--- src/rtl/fanout_fork_ctrl.sv ---
// fanout_fork_ctrl: registered one-token fork that broadcasts a producer stream to NUM_OUT consumers
//   clk, rst_n          clock and async active-low reset
//   flush               sync clear of held token and ack state
//   cfg_en              branch enable mask, captured when a token is loaded
//   in_valid/in_data    producer side, in_ready back to producer
//   out_valid/out_data  per-branch valid and shared held token, out_ready per branch
//   stall_clr/stall_cnt saturating count of cycles a held token waited on some branch
module fanout_fork_ctrl #(
  parameter int NUM_OUT = 7,
  parameter int DATA_W  = 16,
  parameter int CNT_W   = 16
) (
  input  logic               clk,
  input  logic               rst_n,
  input  logic               flush,
  input  logic [NUM_OUT-1:0] cfg_en,
  input  logic               in_valid,
  input  logic [DATA_W-1:0]  in_data,
  output logic               in_ready,
  output logic [NUM_OUT-1:0] out_valid,
  output logic [DATA_W-1:0]  out_data,
  input  logic [NUM_OUT-1:0] out_ready,
  input  logic               stall_clr,
  output logic [CNT_W-1:0]   stall_cnt
);
  logic               r_full;
  logic [DATA_W-1:0]  r_data;
  logic [NUM_OUT-1:0] r_en;
  logic [NUM_OUT-1:0] r_acked;
  logic [CNT_W-1:0]   r_stall;
  logic [NUM_OUT-1:0] w_done;
  logic               w_all_done;
  logic               w_load;
  // a branch is done if disabled, already served, or accepting right now
  assign w_done     = ~r_en | r_acked | out_ready;
  assign w_all_done = r_full & (&w_done);
  assign in_ready   = ~flush & (~r_full | w_all_done);
  assign w_load     = in_valid & in_ready;
  assign out_valid  = {NUM_OUT{r_full}} & r_en & ~r_acked;
  assign out_data   = r_data;
  assign stall_cnt  = r_stall;
  always_ff @(posedge clk or negedge rst_n) begin
    if (!rst_n) begin
      r_full  <= 1'b0;
      r_data  <= '0;
      r_en    <= '0;
      r_acked <= '0;
    end else if (flush) begin
      r_full  <= 1'b0;
      r_acked <= '0;
    end else if (w_load) begin
      r_full  <= 1'b1;
      r_data  <= in_data;
      r_en    <= cfg_en;
      r_acked <= '0;
    end else if (w_all_done) begin
      r_full  <= 1'b0;
      r_acked <= '0;
    end else begin
      r_acked <= r_acked | (out_valid & out_ready);
    end
  end
  always_ff @(posedge clk or negedge rst_n) begin
    if (!rst_n)
      r_stall <= '0;
    else if (stall_clr)
      r_stall <= '0;
    else if (r_full & ~w_all_done & ~flush & ~(&r_stall))
      r_stall <= r_stall + 1'b1;
  end
endmodule
--- config.mk ---
export PLATFORM = sky130hd
export DESIGN_NAME = fanout_fork_ctrl
export DESIGN_NICKNAME = d
export VERILOG_FILES = /design/src/rtl/fanout_fork_ctrl.sv
export SDC_FILE = /design/constraint.sdc
export NUM_CORES = 1
export LEC_CHECK = 0
export ABC_CLOCK_PERIOD_IN_PS = 2750
export CAP_MARGIN = 20
export CORE_MARGIN = 10
export CORE_UTILIZATION = 46
export DETAILED_ROUTE_END_ITERATION = 12
export GPL_ROUTABILITY_DRIVEN = 0
export HOLD_SLACK_MARGIN = 0.15
export PLACE_DENSITY = 0.78
export RECOVER_POWER = 25
export SLEW_MARGIN = 20
export SYNTH_ARGS = -nofsm -noshare
export SYNTH_HDL_FRONTEND = slang
export SYNTH_SLANG_ARGS = --single-unit
--- constraint.sdc ---
create_clock -name clk -period 2.75 [get_ports clk]
set_input_delay 0.275 -clock clk [delete_from_list [all_inputs] [get_ports clk]]
set_output_delay 0.275 -clock clk [all_outputs]
set_load 0.01 [all_outputs]
# Yosys cells after proc, flatten, opt, wreduce, memory -nomap -nowiden

Cells that the tools add are included.

Flip-flop bits (word level): 47
Input port bits: 35
Output and inout bits: 40
Logic and storage cells: 38

Add/subtract/negate cells: 1
Muxes and demuxes: 8
Bitwise operators: 19
Reductions and logical operators: 5

Operators with widths:

| kind                                          | number |
|---|---|
| 2-to-1 mux 16 bit                             | 2 |
| bitwise AND 7 bit                             | 3 |
| 2-to-1 mux 7 bit                              | 3 |
| bitwise OR 7 bit                              | 3 |
| adder 16 x 1 -> 16 bit, second input constant | 1 |
| AND reduction 16 bit                          | 1 |
| inverter 7 bit                                | 2 |
| AND reduction 7 bit                           | 1 |
| bitwise AND 1 bit                             | 6 |
| inverter 1 bit                                | 4 |
| 2-to-1 mux 1 bit                              | 3 |
| nonzero test 3 bit                            | 1 |
| AND reduction 2 bit                           | 1 |
| nonzero test 2 bit                            | 1 |
| bitwise OR 1 bit                              | 1 |

# Depth between registers and ports, before layout

Word-level depth: 11
Mapped depth: 8
Mapped depth without buffers: 6

# Least setup slack after synthesis

No wires, ideal clock.

Path kind: flip-flop to output port
Start: reg r_en[5]
End: out in_ready
Arrival: 1,884 ps
Data required time: 2,475 ps
Path slack: 591 ps
Stages on the path, launching flop included: 7
Buffers on the path: 2
Path through: dfrtp_1 > nor3b_1 > or4_4 > nor4_4 > buf_4 > buf_6 > o21a_1

Word-level cells in the longest chain between the ends: 7

Ends and longest elaborated chain:

| what                          | line | text |
|---|---|---|
| start: declaration            | 28   | `logic [NUM_OUT-1:0] r_en;` |
| start signal: assignment      | 54   | `r_en <= cfg_en;` |
| inverter 7 bit                | 35   | `assign w_done = ~r_en \| r_acked \| out_ready;` |
| bitwise OR 7 bit (2 in a row) | 35   |  |
| AND reduction 7 bit           | 36   | `assign w_all_done = r_full & (&w_done);` |
| bitwise AND 1 bit             | 36   |  |
| bitwise OR 1 bit              | 37   | `assign in_ready = ~flush & (~r_full \| w_all_done);` |
| bitwise AND 1 bit             | 37   |  |
| end: declaration              | 19   | `output logic in_ready,` |

Every way passes these cells.

# Worst setup path after layout

Same ends and word-level chain as after synthesis.

==> flow_summary_export.csv <==
group,metric,value,unit
outcome,run_status,"complete, no violations",
detailed_routing,final_antenna_net_count,0,
floorplanning,fp.dieW,91.8,um
pwr,leakage,1.39,nW
pwr,p_sw_frac,0.258,
pwr,netSwitchingPower,0.534,mW
critical_path,critPathCapture,"in_ready",
clock_network,cts_post_setup_buffers_inserted,0,
clock_network,cts.path.max_buffers,2,
synthesis,post_synth_instance_area,2370,sq um
placement,portBuffers,74,
synthesis,synth_top_area_share,0.497,
synthesis,number_of_standard_cells_after_synthesis,201,
synthesis,synth_enable_flop_cells,0,
timing,max_clock_freq,0.396,GHz
floorplanning,rows,26,
pwr,p_per_area,624,nW/um^2
detailed_routing,drtPass1Iterations,4,
synthesis,synth.avg_cell_area,11.8,sq um
placement,dpl_worst_slack,278,ps
critical_path,timing.critical_path.from,"r_en[5]",
clock_network,tritoncts_num_sinks,47,
final_layout,finalCoreUtilization,0.658,
clock_network,clk_pin_slew,80,ps
grt,first_global_vias,1954,
timing,unrepaired_setup_endpoints_after_global_routing,"no",
synthesis,synth_top_cells_by_area,"sky130_fd_sc_hd__dfrtp_1, sky130_fd_sc_hd__mux2_4, sky130_fd_sc_hd__mux2_2",
placement,placed_cells,340,
timing,layout_min_cycle_time,2520,ps
detailed_routing,detailroute.via_count,1844,
synthesis,synth-async-reset-ratio,1.00,
clock_network,clk_root_buffer_cell,"sky130_fd_sc_hd__clkbuf_8",
timing,finalCritPeriodShare,0.918,
critical_path,worstReg2RegEnd,"out_data[3]",
timing,report.final.hold_viol_count,0,
timing,fin_tns_setup,0,ps
synthesis,synth_seq_cells,47,
grt,number_of_antenna_violations_at_the_first_check_in_global_routing,0,
clock_network,postCtsHoldBufs,0,
floorplanning,top_level_ports,75,
critical_path,largest_fanout_of_any_net_on_the_critical_path,3,
floorplanning,die_y,91.8,um
clock_network,numCtsBuffers,5,
pwr,pwr-share-clk,0.284,
floorplanning,fp.coreArea,5040,sq um
pwr,comb_power_share,0.299,
final_layout,p_r_area_growth_vs_syn,40.1,%
detailed_routing,drt_drc_violations_left,0,
timing,worstMarginPinSlew,1130,ps
critical_path,r2r_slack,580,ps
timing,fin_worst_skew,8.05,ps
synthesis,synthesis.nets,237,
final_layout,layout-drive-gt1-share,0.176,
placement,dp_hpwl,4250,um
critical_path,startpoint_type,"flip-flop",
detailed_routing,wl_per_cell,16.4,um
final_layout,finalNonFillerCells,349,
grt,grt_remaining_overflow,0,
clock_network,clock_insertion_delay_worst_skew,300,ps
synthesis,synth_cell_type_count,34,
timing,setup_violations,0,
flow_run,cap_viol_max_count,0,
grt,globalRouteTotalUtil,0.135,
final_layout,antennaDiodeCount,0,
grt,grt_pass1_wl,9540,um
synthesis,synthDominantAreaCellType,"sky130_fd_sc_hd__dfrtp_1",
pwr,ir_worst_vdd,0.364,mV
synthesis,yosys-top-cells-count,"sky130_fd_sc_hd__dfrtp_1, sky130_fd_sc_hd__mux2_4, sky130_fd_sc_hd__a21oi_1, sky130_fd_sc_hd__nor2_1, sky130_fd_sc_hd__nor3b_1",
detailed_routing,finalWirelength,5740,um
clock_network,htreeDepth,2,
critical_path,critical_path_class,"flip-flop to primary output",
hold_path,hold_path_class,"flip-flop to flip-flop",
synthesis,dominantRegCellSynth,"sky130_fd_sc_hd__dfrtp_1",
timing,timing.final.ws_setup,227,ps
critical_path,worst_r2r_startpoint,"r_en[5]",
critical_path,worstPathArrival,2250,ps
critical_path,worst_ep_required_time,2480,ps
clock_network,cts_tree,"built",
critical_path,worst-r2r-cell-count,7,
synthesis,yosys_warnings,0,
grt,grt_max_degree,48,
pwr,internal-power,1.54,mW
floorplanning,initial_utilization,0.470,
timing,slew_headroom,0.246,
critical_path,worstSetupEndpointType,"primary output",
detailed_routing,dr.first_iter.drc_count,106,
pwr,power.sequential.fraction,0.417,
floorplanning,die_area,8420,sq um
detailed_routing,viasPerCell,5.28,
synthesis,part_of_the_yosys_area_used_for_sequential_elements,0.497,
synthesis,yosysMostFrequentCell,"sky130_fd_sc_hd__dfrtp_1",
clock_network,cts-resized-gates,0,
final_layout,nNetsFinal,314,
timing,timing.final.max_slew_violations,0,
power groups by stage:
stage / combinational [mW] / clock, mW / sequential [mW]
after floorplan: 0.297 / 0 / 0.894
after global placement: 0.614 / 0 / 0.872
after detailed placement: 0.627 / 0 / 0.873
after CTS: 0.630 / 0.599 / 0.865
after global routing: 0.665 / 0.626 / 0.880
final: 0.619 / 0.589 / 0.864
sequential cells by signal, summed over array words and instances (netlist names):
name       cells
r_full         1
r_en           7
r_acked        7
out_data      16
stall_cnt     16
layer usage:
metal / global-route usage / share of wire / up-vias
met5: 0 / 0 / -
met4: 0.0308 / 0.0080 / 0
met3: 0.0595 / 0.10 / 7
met2: 0.222 / 0.48 / 63
met1: 0.158 / 0.42 / 883
li1: - / - / 891
stage by stage:
step | total power [mW] | area, sq um | hold slack [ps]
after floorplan | 1.19 | 2370 | -20.6
after global placement | 1.49 | 3180 | 492
after detailed placement | 1.50 | 3180 | 495
after CTS | 2.09 | 3310 | 182
after global routing | 2.17 | 3320 | 536
final | 2.07 | 3320 | 515
cell families (layout without fill, tap and decap cells):
kind of cell	Yosys count	in the layout	share of synthesized area
multiplexers	31	31	0.177
buffers and inverters	13	91	0.0322
flip-flops	47	47	0.497
AND/OR/NAND/NOR	81	81	0.214
AO/OA/AOI/OAI	28	28	0.0745
adder cells (fa/ha/maj)	1	1	0.00528
area by class of cell:
| type | instances | area (sq um) |
|---|---|---|
| well taps | 70 | 87.6 |
| multi-input cells | 141 | 1120 |
| clock buffers | 6 | 72.6 |
| fillers | 399 | 1720 |
| repair buffers | 80 | 796 |
| flip-flops and latches | 47 | 1180 |
| clock inverters | 2 | 60.1 |
| inverters | 3 | 11.3 |
critical path, stage by stage, from the launching register on:
cell	delay, ps
sky130_fd_sc_hd__dfrtp_1	390
sky130_fd_sc_hd__nor3b_1	140
sky130_fd_sc_hd__or4_4	540
sky130_fd_sc_hd__nor4_4	160
sky130_fd_sc_hd__o21a_1	170
sky130_fd_sc_hd__clkdlybuf4s50_1	540
worst min-delay path by stage:
stage	cells after the start	start	slack (ps)	to
2_1_floorplan	0	rst_n	-20	out_data[0]
3_3_place_gp	1	out_data[7]	490	out_data[7]
3_5_place_dp	1	out_data[15]	500	out_data[15]
4_1_cts	1	rst_n	180	stall_cnt[8]
5_1_grt	1	out_data[10]	540	out_data[10]
6_report	1	out_data[5]	510	out_data[5]
layout by cell type, fill, tap and decap left out, types with 3 or more instances in the layout:
master / netlist / final
sky130_fd_sc_hd__nand3_1: 7 / 7
sky130_fd_sc_hd__nor3b_1: 15 / 15
sky130_fd_sc_hd__nand2_1: 3 / 3
sky130_fd_sc_hd__nor3_1: 4 / 4
sky130_fd_sc_hd__o21ai_0: 4 / 4
sky130_fd_sc_hd__and3_1: 3 / 3
sky130_fd_sc_hd__clkbuf_8: 0 / 5
sky130_fd_sc_hd__and4_1: 4 / 4
sky130_fd_sc_hd__or4_1: 5 / 5
sky130_fd_sc_hd__mux2_4: 19 / 19
sky130_fd_sc_hd__clkdlybuf4s50_1: 0 / 73
sky130_fd_sc_hd__a21oi_1: 16 / 16
sky130_fd_sc_hd__nand4_1: 5 / 5
sky130_fd_sc_hd__nor2_1: 16 / 16
sky130_fd_sc_hd__buf_4: 1 / 4
sky130_fd_sc_hd__mux2_2: 12 / 12
sky130_fd_sc_hd__nor2b_1: 9 / 9
sky130_fd_sc_hd__dfrtp_1: 47 / 47
sky130_fd_sc_hd__o31ai_1: 5 / 5
Power figures use the tool's default switching activity.
